**config.mk**
```make
export PLATFORM = sky130hd
export DESIGN_NAME = cook_timer
export DESIGN_NICKNAME = d
export VERILOG_FILES = /design/src/rtl/cook_timer.sv
export SDC_FILE = /design/constraint.sdc
export NUM_CORES = 1
export LEC_CHECK = 0
export ABC_AREA = 1
export CAP_MARGIN = 20
export CORE_ASPECT_RATIO = 0.6
export CORE_UTILIZATION = 54
export DETAILED_ROUTE_END_ITERATION = 12
export PLACE_DENSITY = 0.8
export SETUP_SLACK_MARGIN = 0.02
export SKIP_CTS_REPAIR_TIMING = 1
export SYNTH_ARGS = -nofsm -noshare
export SYNTH_HDL_FRONTEND = slang
export SYNTH_SLANG_ARGS = --single-unit
```
**constraint.sdc**
```tcl
create_clock -name clk -period 2.4 [get_ports clk]
set_input_delay 0.36 -clock clk [delete_from_list [all_inputs] [get_ports clk]]
set_output_delay 0.36 -clock clk [all_outputs]
set_load 0.03 [all_outputs]
```
**src/rtl/cook_timer.sv**
```systemverilog
// rtl/cook_timer.sv - keypad-loaded MM:SS cook timer with BCD countdown and alarm
module cook_timer #(
  parameter int ALARM_TICKS = 3
) (
  input  logic       clk,
  input  logic       clr_n,
  input  logic [3:0] D,
  input  logic       load,
  input  logic       pgt_1hz,
  input  logic       start,
  input  logic       stop,
  output logic [3:0] min_tens,
  output logic [3:0] min_ones,
  output logic [3:0] sec_tens,
  output logic [3:0] sec_ones,
  output logic       kp_enable,
  output logic       running,
  output logic       alarm
);

  localparam int CW = $clog2(ALARM_TICKS + 1);

  typedef enum logic [2:0] {
    IDLE  = 3'd0,
    ENTRY = 3'd1,
    RUN   = 3'd2,
    PAUSE = 3'd3,
    DONE  = 3'd4
  } state_t;

  state_t        state, state_nxt;
  logic [15:0]   digits, digits_nxt, digits_dec;
  logic [CW-1:0] alarm_cnt, alarm_cnt_nxt, alarm_cnt_inc;
  logic          alarm_nxt, kp_enable_nxt, running_nxt;
  logic          load_q, start_q, stop_q, pgt_q;
  logic          load_re, start_re, stop_re, pgt_re;
  logic          digit_ok, time_zero;

  // Borrow ripples seconds -> tens -> minutes; minutes only borrow when nonzero.
  function automatic logic [15:0] bcd_dec(input logic [15:0] t);
    logic [15:0] r;
    r = t;
    if (t[3:0] != 4'd0) begin
      r[3:0] = t[3:0] - 4'd1;
    end else begin
      r[3:0] = 4'd9;
      if (t[7:4] != 4'd0) begin
        r[7:4] = t[7:4] - 4'd1;
      end else begin
        r[7:4] = 4'd5;
        if (t[11:8] != 4'd0) begin
          r[11:8] = t[11:8] - 4'd1;
        end else if (t[15:12] != 4'd0) begin
          r[11:8]  = 4'd9;
          r[15:12] = t[15:12] - 4'd1;
        end
      end
    end
    return r;
  endfunction

  assign load_re       = load & ~load_q;
  assign start_re      = start & ~start_q;
  assign stop_re       = stop & ~stop_q;
  assign pgt_re        = pgt_1hz & ~pgt_q;
  assign digit_ok      = (D <= 4'd9);
  assign time_zero     = (digits == 16'h0000);
  assign digits_dec    = bcd_dec(digits);
  assign alarm_cnt_inc = alarm_cnt + 1'b1;

  assign min_tens = digits[15:12];
  assign min_ones = digits[11:8];
  assign sec_tens = digits[7:4];
  assign sec_ones = digits[3:0];

  always_ff @(posedge clk or negedge clr_n) begin
    if (!clr_n) begin
      load_q  <= 1'b0;
      start_q <= 1'b0;
      stop_q  <= 1'b0;
      pgt_q   <= 1'b0;
    end else begin
      load_q  <= load;
      start_q <= start;
      stop_q  <= stop;
      pgt_q   <= pgt_1hz;
    end
  end

  always_ff @(posedge clk or negedge clr_n) begin
    if (!clr_n) begin
      state     <= IDLE;
      digits    <= 16'h0000;
      alarm     <= 1'b0;
      alarm_cnt <= '0;
      kp_enable <= 1'b1;
      running   <= 1'b0;
    end else begin
      state     <= state_nxt;
      digits    <= digits_nxt;
      alarm     <= alarm_nxt;
      alarm_cnt <= alarm_cnt_nxt;
      kp_enable <= kp_enable_nxt;
      running   <= running_nxt;
    end
  end

  always_comb begin
    state_nxt     = state;
    digits_nxt    = digits;
    alarm_nxt     = alarm;
    alarm_cnt_nxt = alarm_cnt;
    case (state)
      IDLE: begin
        if (!stop_re && !start_re && load_re && digit_ok) begin
          digits_nxt = {digits[11:0], D};
          state_nxt  = ENTRY;
        end
      end
      ENTRY: begin
        if (stop_re) begin
          digits_nxt = 16'h0000;
          state_nxt  = IDLE;
        end else if (start_re) begin
          if (!time_zero) state_nxt = RUN;
        end else if (load_re && digit_ok) begin
          digits_nxt = {digits[11:0], D};
        end
      end
      RUN: begin
        if (stop_re) begin
          state_nxt = PAUSE;
        end else if (pgt_re) begin
          digits_nxt = digits_dec;
          if (digits_dec == 16'h0000) begin
            state_nxt     = DONE;
            alarm_nxt     = 1'b1;
            alarm_cnt_nxt = '0;
          end
        end
      end
      PAUSE: begin
        if (stop_re) begin
          digits_nxt = 16'h0000;
          state_nxt  = IDLE;
        end else if (start_re) begin
          state_nxt = RUN;
        end
      end
      DONE: begin
        if (stop_re) begin
          state_nxt     = IDLE;
          alarm_nxt     = 1'b0;
          alarm_cnt_nxt = '0;
        end else if (!start_re && load_re && digit_ok) begin
          digits_nxt    = {12'h000, D};
          state_nxt     = ENTRY;
          alarm_nxt     = 1'b0;
          alarm_cnt_nxt = '0;
        end else if (pgt_re && alarm) begin
          alarm_cnt_nxt = alarm_cnt_inc;
          if (alarm_cnt_inc == CW'(ALARM_TICKS)) alarm_nxt = 1'b0;
        end
      end
      default: begin
        state_nxt  = IDLE;
        digits_nxt = 16'h0000;
        alarm_nxt  = 1'b0;
      end
    endcase
  end

  always_comb begin
    kp_enable_nxt = (state_nxt == IDLE) || (state_nxt == ENTRY) || (state_nxt == DONE);
    running_nxt   = (state_nxt == RUN);
  end

endmodule
```
==> impl_metrics.json <==
{
  "final_cell_mix": "69 x nand2_1, 41 x inv_1, 28 x clkdlybuf4s50_1",
  "dp.cells": 344,
  "groute.usage.overall": 0.2622,
  "first_global_vias": 1659,
  "cts_tree": "done",
  "grt_start_max_net_pins": 31,
  "finalHoldViolCount": 0,
  "grt_pass1_wl_mm": 7.790,
  "r2r_start": "digits[8]",
  "p_leak_nw": 1.149,
  "timing.final.crit_share": 0.9417,
  "p_comb_frac": 0.684,
  "min_path_type": "in -> async",
  "avgSynthCellArea_um2": 7.158,
  "crit_slowest_cell": "dfrtp_1",
  "fmax_mhz": 442.4,
  "port_buffers": 28,
  "yosysWarnings": 0,
  "worst-r2r-setup-slack_ns": 0.14,
  "vias": 1930,
  "start_util": 0.5823,
  "path_max_fanout": 5,
  "core_area_um2": 3343,
  "max_cap_violations": 0,
  "n_fill_cell": 267,
  "ios": 29,
  "crit_start": "digits[8]",
  "cp_num_buf_inv": 1,
  "largest_reg_flops": 16,
  "nets": 322,
  "seq_area_frac_synth": 0.3605,
  "syn_to_final_growth_pct": 21.92,
  "power_density_nw_per_um2": 1344,
  "outcome": "finished, final reports clean",
  "yosys.cell_types.count": 33,
  "clk_pin_slew_ns": 0.10,
  "dieHeight_um": 48.51,
  "p_sw_mw": 1.695,
  "ys_ff_latch": 28,
  "drc": 0,
  "cts_buffers": 3,
  "clockBufferDepth": 2,
  "crit_required_ns": 2.57,
  "worst_pin_slew_ns": 0.4003,
  "p_int_mw": 1.496,
  "setup_viol": 0,
  "period_minus_slack_ns": 2.260,
  "ant_nets": 0,
  "clkPwrFrac": 0.084,
  "seqPwrFrac": 0.232,
  "power_mw": 3.191,
  "cpMostUsedCell": "nand2_1",
  "criticalPathCategory": "reg -> reg",
  "max_flop_register": "digits",
  "reg_top3": "digits (16), state (3), alarm_cnt (2)",
  "worstSkewPairLatency_ns": 0.28,
  "peakVddDrop_mv": 0.8767,
  "antenna_cells": 0,
  "slew_headroom": 0.7311,
  "layout_commonest_cell": "nand2_1",
  "clock_skew_ns": 0.006314,
  "finalWirelength_mm": 4.674,
  "netlist_area_um2": 1947,
  "startpoint_type": "flip-flop",
  "wl_per_cell_um": 13.32,
  "die_w_um": 79.52,
  "cts_sinks": 28,
  "worstPathCellList": "inv_1 -> ha_1 -> nand3_2 -> nor2_2 -> nand2_1 -> nand2_1 -> nand2_1 -> nor2_1 -> nand2_2 -> nor2_4 -> nand3_2 -> a21oi_2 -> nor2_1",
  "grt.overflow.total": 0,
  "drv_slew": 0,
  "worstSetupEndpointType": "flip-flop",
  "syn-instance-count": 272,
  "routed_via_density": 5.499,
  "gp_congestion": 0.8937,
  "rows": 16,
  "cts_root_buffer": "clkbuf_8",
  "cpPeakStageDelay_ns": 0.41,
  "h-tree-depth": 1,
  "antenna_found_initial": 0,
  "drtPass1Iterations": 5,
  "place_hpwl_mm": 3.336,
  "critical-path-top-delay-family": "simple AND/OR/NAND/NOR gates",
  "worstPathArrival_ns": 2.43,
  "drive_above_1_share": 0.1438,
  "fin_cells": 351,
  "first_iter_violations": 205,
  "die_area_um2": 3857,
  "swShare": 0.5313,
  "synth_nets": 287
}
==> Yosys cell counts <==
master      n  area share
o32ai_1     1      0.0045
inv_1      41       0.079
nand2_2     3      0.0096
nor3_1      3      0.0077
ha_1        5       0.032
nor2_1     23       0.044
o21ai_0    27       0.069
nand3_1    18       0.046
buf_12      1       0.010
inv_2       3      0.0058
nand3_2     6       0.031
nor2_8      1       0.010
xnor2_1     1      0.0045
a21boi_1    1      0.0039
nor2_4      3       0.017
buf_2       2      0.0051
clkbuf_1    4      0.0077
nor3_2      1      0.0051
o2111ai_1   1      0.0045
nand3b_1    1      0.0039
dfstp_2     1       0.013
xor2_1      1      0.0045
nand2_1    69        0.13
o21ai_2     2      0.0090
a21oi_2     2      0.0090
nor2_2      6       0.019
o22ai_1     9       0.029
nor3b_1     1      0.0039
dfrtp_1    27        0.35
o21a_1      1      0.0039
a21oi_1     3      0.0077
nand2_4     2       0.012
nand4_1     2      0.0064
==> path summary, 6_finish.rpt <==
path	end	depth (start not counted)
max	running	13
min	alarm	2
min reg2reg	alarm_cnt[1]	2
max in group asynchronous	kp_enable	2
min in group clk	alarm_cnt[1]	2
max reg2reg	running	13
==> stage by stage <==
stage               setup TNS, ns  area (um^2)    util  setup slack [ns]  hold WS [ns]
finish                          0         2374  0.7100            0.1398        0.4498
floorplan                       0         1947       -            0.3345       0.06441
CTS                             0         2328  0.6965           0.02072        0.4761
global route             -0.04645         2374  0.7100          -0.02662        0.4952
global placement                0         2283  0.6830           0.07233        0.4668
detailed placement              0         2283  0.6830           0.07013        0.4806
==> cell type report <==
class                      instances  area (um^2)  share of cell area
multi-input combinational        193         1057              0.4454
sequential                        28        701.9              0.2957
inverter                          44        165.2             0.06958
clock buffer                       4        45.04             0.01898
tap                               45        56.30             0.02372
timing repair buffer              37        347.8              0.1465
==> cell families after synthesis <==
family	count (synthesis)	synth area share
flops	28	0.3605
simple gates	139	0.3496
xor+xnor	2	0.008999
compound gates	47	0.1407
buf+inv	51	0.1080
fa+ha+maj	5	0.03213
==> power by group through the flow <==
stage	combinational, mW	sequential, mW	clock, mW
2_1_floorplan	1.34	0.939	0
3_3_place_gp	2.05	0.744	0
3_5_place_dp	2.06	0.745	0
4_1_cts	2.08	0.737	0.275
5_1_grt	2.41	0.758	0.294
6_report	2.18	0.740	0.270
==> per-layer routing <==
metal	up-vias	GRT usage	routed length, um
met5	-	0	0
met4	0	0.04545	34
met3	4	0.08113	499
met2	107	0.3675	1905
met1	870	0.3981	2235
li1	949	-	-
Note: power is estimated with default switching activity, not from simulation.
